[src/rtl/modulation_segment_4_serializer.sv]
// Frame serializer: captures ten 32-bit segments on start and streams a fixed
// preamble followed by segments 0..9 over a valid/ready output, with busy/done control.
module modulation_segment_4_serializer #(
  parameter int unsigned PREAMBLE_LEN  = 3,
  parameter logic [31:0] PREAMBLE_WORD = 32'hA5A5_A5A5
) (
  input  logic        clk_i,
  input  logic        reset_i,
  input  logic        start_i,
  input  logic [31:0] segment_0_i,
  input  logic [31:0] segment_1_i,
  input  logic [31:0] segment_2_i,
  input  logic [31:0] segment_3_i,
  input  logic [31:0] segment_4_i,
  input  logic [31:0] segment_5_i,
  input  logic [31:0] segment_6_i,
  input  logic [31:0] segment_7_i,
  input  logic [31:0] segment_8_i,
  input  logic [31:0] segment_9_i,
  input  logic        out_ready_i,
  output logic [31:0] out_symbol_o,
  output logic [3:0]  out_index_o,
  output logic        out_valid_o,
  output logic        out_last_o,
  output logic        busy_o,
  output logic        done_o
);

  typedef enum logic [1:0] {
    StIdle,
    StPreamble,
    StSend,
    StDone
  } state_e;

  localparam logic [2:0] PreLen    = 3'(PREAMBLE_LEN);
  localparam logic [3:0] LastSeg   = 4'd9;
  localparam logic [3:0] PreambleIdx = 4'hF;

  state_e      state_q, state_d;
  logic [2:0]  pre_cnt_q, pre_cnt_d;
  logic [3:0]  seg_cnt_q, seg_cnt_d;
  logic [31:0] capture_q [10];
  logic [31:0] capture_d [10];
  logic [31:0] symbol_q, symbol_d;
  logic [3:0]  index_q, index_d;
  logic        valid_q, valid_d;
  logic        last_q, last_d;
  logic        busy_q, busy_d;
  logic        done_q, done_d;

  logic [31:0] seg_in [10];
  logic [3:0]  seg_next;
  logic [2:0]  pre_next;
  logic        transfer;

  assign seg_in[0] = segment_0_i;
  assign seg_in[1] = segment_1_i;
  assign seg_in[2] = segment_2_i;
  assign seg_in[3] = segment_3_i;
  assign seg_in[4] = segment_4_i;
  assign seg_in[5] = segment_5_i;
  assign seg_in[6] = segment_6_i;
  assign seg_in[7] = segment_7_i;
  assign seg_in[8] = segment_8_i;
  assign seg_in[9] = segment_9_i;

  assign transfer = valid_q & out_ready_i;
  assign seg_next = seg_cnt_q + 4'd1;
  assign pre_next = pre_cnt_q + 3'd1;

  // Outputs are computed one cycle ahead so every port is driven straight from a flop.
  always_comb begin
    state_d   = state_q;
    pre_cnt_d = pre_cnt_q;
    seg_cnt_d = seg_cnt_q;
    capture_d = capture_q;
    symbol_d  = symbol_q;
    index_d   = index_q;
    valid_d   = valid_q;
    last_d    = last_q;
    busy_d    = busy_q;
    done_d    = 1'b0;

    case (state_q)
      StIdle: begin
        valid_d = 1'b0;
        busy_d  = 1'b0;
        if (start_i) begin
          capture_d = seg_in;
          state_d   = StPreamble;
          pre_cnt_d = 3'd0;
          seg_cnt_d = 4'd0;
          symbol_d  = PREAMBLE_WORD;
          index_d   = PreambleIdx;
          valid_d   = 1'b1;
          last_d    = 1'b0;
          busy_d    = 1'b1;
        end
      end

      StPreamble: begin
        if (transfer) begin
          pre_cnt_d = pre_next;
          if (pre_next == PreLen) begin
            state_d   = StSend;
            seg_cnt_d = 4'd0;
            symbol_d  = capture_q[0];
            index_d   = 4'd0;
            last_d    = 1'b0;
          end
        end
      end

      StSend: begin
        if (transfer) begin
          if (seg_cnt_q == LastSeg) begin
            state_d = StDone;
            valid_d = 1'b0;
            last_d  = 1'b0;
            done_d  = 1'b1;
            busy_d  = 1'b1;
          end else begin
            seg_cnt_d = seg_next;
            symbol_d  = capture_q[seg_next];
            index_d   = seg_next;
            last_d    = (seg_next == LastSeg);
          end
        end
      end

      StDone: begin
        state_d = StIdle;
        valid_d = 1'b0;
        busy_d  = 1'b0;
      end

      default: begin
        state_d = StIdle;
        valid_d = 1'b0;
        busy_d  = 1'b0;
      end
    endcase
  end

  always_ff @(posedge clk_i) begin
    if (reset_i) begin
      state_q   <= StIdle;
      pre_cnt_q <= 3'd0;
      seg_cnt_q <= 4'd0;
      symbol_q  <= 32'd0;
      index_q   <= 4'd0;
      valid_q   <= 1'b0;
      last_q    <= 1'b0;
      busy_q    <= 1'b0;
      done_q    <= 1'b0;
    end else begin
      state_q   <= state_d;
      pre_cnt_q <= pre_cnt_d;
      seg_cnt_q <= seg_cnt_d;
      symbol_q  <= symbol_d;
      index_q   <= index_d;
      valid_q   <= valid_d;
      last_q    <= last_d;
      busy_q    <= busy_d;
      done_q    <= done_d;
    end
  end

  // The capture bank is deliberately left out of reset; it is only read after a fresh capture.
  always_ff @(posedge clk_i) begin
    capture_q <= capture_d;
  end

  assign out_symbol_o = symbol_q;
  assign out_index_o  = index_q;
  assign out_valid_o  = valid_q;
  assign out_last_o   = last_q;
  assign busy_o       = busy_q;
  assign done_o       = done_q;

endmodule
[config.mk]
export PLATFORM = sky130hd
export DESIGN_NAME = modulation_segment_4_serializer
export DESIGN_NICKNAME = d
export VERILOG_FILES = /design/src/rtl/modulation_segment_4_serializer.sv
export SDC_FILE = /design/constraint.sdc
export NUM_CORES = 1
export LEC_CHECK = 0
export CAP_MARGIN = 10
export CELL_PAD_IN_SITES_DETAIL_PLACEMENT = 1
export CELL_PAD_IN_SITES_GLOBAL_PLACEMENT = 2
export CORE_UTILIZATION = 37
export CTS_CLUSTER_DIAMETER = 150
export DETAILED_ROUTE_END_ITERATION = 10
export GPL_TIMING_DRIVEN = 0
export PLACE_DENSITY_LB_ADDON = 0.1
export SLEW_MARGIN = 30
export SYNTH_ARGS = -nofsm -noshare
export SYNTH_HDL_FRONTEND = slang
export SYNTH_SLANG_ARGS = --single-unit
[constraint.sdc]
create_clock -name clk_i -period 18 [get_ports clk_i]
set_input_delay 3.6 -clock clk_i [delete_from_list [all_inputs] [get_ports clk_i]]
set_output_delay 3.6 -clock clk_i [all_outputs]
set_load 0.05 [all_outputs]
==> flow_summary.json <==
{
  "status": "completed",
  "rr_startpoint": "seg_cnt_q[0]",
  "grt_usage_pct": 21.59,
  "power_frac_seq_pct": 44.9,
  "avgRoutedWirePerCell_um": 24.16,
  "gp_congestion": 0.8085,
  "area_growth_pct": 39.55,
  "reg2reg_depth": 11,
  "holdBufCountCts": 0,
  "critical_path.slowest_cell": "clkdlybuf4s50_1",
  "synth-main-ff-cell": "edfxtp_1",
  "crit_arrival_ns": 1.82,
  "ys_ff_latch": 369,
  "dp_hpwl_mm": 32.23,
  "cts_buffer_depth": 3,
  "synth-async-reset-ratio_pct": 0,
  "tightest_slew_ns": 0.8798,
  "r2r-end": "out_symbol_o[5]",
  "layout_commonest_cell": "clkdlybuf4s50_1",
  "die_x_um": 199.6,
  "clk_latency_ns": 0.56,
  "cts_root_buf": "clkbuf_16",
  "p_per_area_mw_per_mm2": 135.1,
  "ant_nets": 0,
  "yosysSeqAreaShare_pct": 73.28,
  "yosysTopAreaCell": "edfxtp_1",
  "first_global_vias": 9513,
  "design.die.area_mm2": 0.03986,
  "syn_inst": 820,
  "postCtsSetupRepairBufs": 0,
  "fill_cells": 3744,
  "layout-drive-gt1-share_pct": 14.03,
  "fmax_mhz": 184.6,
  "hold_class": "flop to flop",
  "path_delay_family": "buffers and inverters",
  "holdPathStages": 2,
  "finalHoldViolCount": 0,
  "max_slew_margin_pct": 41.35,
  "period_minus_slack_ns": 5.418,
  "p_int_w": 0.001906,
  "holdPathEnd": "out_index_o[2]",
  "routed_via_density": 5.051,
  "drt-initial-drc-count": 446,
  "initial_core_util_pct": 37.48,
  "avgSynthCellArea_um2": 17.63,
  "rrSetupSlack_ns": 13.86,
  "cts_buffers": 42,
  "sw_frac_of_total_pct": 30.06,
  "synth.top_cell.area_share_pct": 66.49,
  "grt_max_degree": 53,
  "antenna_found_initial": 5,
  "grt_overflow_total": 0,
  "post-route-period-util_pct": 30.10,
  "drv_cap": 0,
  "setup_violations": 0,
  "io-pin-count": 364,
  "power_leakage_nw": 6.789,
  "dr_total_vias": 9000,
  "worstPathRequired_ns": 14.40,
  "clock-sinks": 369,
  "firstDrtPassIters": 5,
  "wirelength_mm": 43.05,
  "path_class": "flop to output port",
  "cts_tree": "done",
  "clkPwrFrac_pct": 29.1,
  "cts_resized": 0,
  "dpl_cell_area_mm2": 0.01891,
  "rows": 72,
  "cp_max_fo": 2,
  "path_clk_slew_ns": 0.06,
  "rsz0062_at_grt": "no",
  "power_switching_w": 0.0008189,
  "combinationalPowerShare_pct": 25.9,
  "htree_levels": 2,
  "finalSetupTns_ns": 0,
  "path_buf_inv": 1,
  "fin_area_mm2": 0.02017,
  "drc_errors": 0,
  "grt_first_pass_wirelength_mm": 61.02,
  "final_cell_mix": "362 x clkdlybuf4s50_1, 320 x edfxtp_1, 81 x nand2_1, 64 x mux4_2, 58 x a21oi_1",
  "yosys-top-cells-area": "edfxtp_1 66%, mux4_2 10%, dfxtp_1 6.8%",
  "worstSetupStartpointType": "flop",
  "syn_area_mm2": 0.01445,
  "yosysWarnings": 0,
  "clock_skew_ns": 0.01460,
  "nets": 1568,
  "numPortBuffers": 362,
  "min_from": "out_index_o[2]",
  "vdd_drop_max_mv": 0.09139,
  "ys_types": 49,
  "chipHeight_um": 199.6,
  "coreArea_mm2": 0.03856,
  "slew_viol_final": 0,
  "synthesis.nets": 1154,
  "cp_cell_sequence": "clkdlybuf4s50_1",
  "critPathMaxStageDelay_ns": 0.92,
  "cp-end-kind": "output port",
  "synth_edf_count": 320
}
routing by layer:
metal	up-vias	track usage, %	wire [um]
met3	54	6.143	2962
met2	271	35.24	21100
li1	4131	-	-
met1	4538	28.08	18250
met4	6	5.966	690
met5	-	0	49
layout make-up:
type,instances,area [um^2],area share (%)
Clock buffer,56,1135,5.627
Timing Repair Buffer,370,3799,18.83
Sequential cell,369,10590,52.51
Buffer,49,254.0,1.259
Inverter,8,30.03,0.1489
Clock inverter,16,120.1,0.5955
Tap cell,518,648.1,3.213
Multi-Input combinational cell,394,3588,17.79
Antenna cell,2,5.005,0.02481
power groups by stage:
stage / registers [W] / logic, W / clock network, W
floorplan: 0.00136 / 0.000346 / 0
global placement: 0.00134 / 0.000666 / 0
detailed placement: 0.00124 / 0.000712 / 0
CTS: 0.00123 / 0.000715 / 0.000813
global route: 0.00124 / 0.000761 / 0.000844
finish: 0.00122 / 0.000707 / 0.000794
worst max-delay path by stage:
stage,start,to,slack [ns],cells past startpoint
floorplan,start_i,capture_q[0],6.51,1
global placement,start_i,capture_q[183],2.92,2
detailed placement,start_i,capture_q[87],12.09,6
CTS,out_symbol_o[19],out_symbol_o[19],12.53,1
global route,out_symbol_o[19],out_symbol_o[19],12.53,1
finish,out_symbol_o[19],out_symbol_o[19],12.58,1
through the flow:
| stage | setup WS (ns) | util [%] | power, W | hold slack [ns] | cells |
|---|---|---|---|---|---|
| after floorplan | 6.514 | - | 0.001710 | 0.4678 | 820 |
| after CTS | 12.53 | 52.30 | 0.002754 | 0.4840 | 1780 |
| after global routing | 12.53 | 52.30 | 0.002846 | 0.5098 | 1781 |
| after detailed placement | 12.09 | 49.04 | 0.001955 | 0.4754 | 1708 |
| final | 12.58 | 52.31 | 0.002725 | 0.4756 | 1782 |
| after global placement | 2.917 | 48.56 | 0.002002 | 0.4620 | 1700 |
cell families (layout without fill, tap and decap cells):
group                      count (synthesis)  in the layout  synth area share [%]
muxes                                     99             99                 12.54
DFF                                      369            369                 73.28
AOI/OAI and AO/OA                        139            139                 6.571
and+or+nand+nor                          143            143                 4.606
xor gates and xnor gates                   3              3                0.1818
other                                      0              2                     0
buffers and inverters                     57            499                 1.965
adders and majority gates                 10             10                0.8657
worst reg2reg max path, delay by kind of cell, from the launching register on:
kind | cells | cell delay, ns
buffers and inverters | 7 | 2.32
AO/OA/AOI/OAI | 2 | 0.52
adder cells (fa/ha/maj) | 1 | 0.41
flip-flops | 1 | 0.38
multiplexers | 1 | 0.37
flip-flops by register name, indices dropped and copies added, names as in the netlist:
name,cells
busy_o,1
pre_cnt_q,3
out_valid_o,1
out_index_o,4
seg_cnt_q,4
done_o,1
capture_q,320
out_symbol_o,32
state_q,2
out_last_o,1
synthesized netlist by cell type, drive strengths merged (2+ instances only):
cell type,n
a31oi,4
mux4,64
nand4,17
nand3,6
dfxtp,49
clkbuf,20
nor2,12
a21oi,59
mux2,16
edfxtp,320
ha,10
inv,8
nand2,81
nand2b,3
nor2b,8
o22ai,2
a22oi,17
a221o,16
and2,4
buf,29
xnor2,2
nor3,3
mux2i,19
o21ai,19
or2,2
o221ai,16
Power figures use the tool's default switching activity.
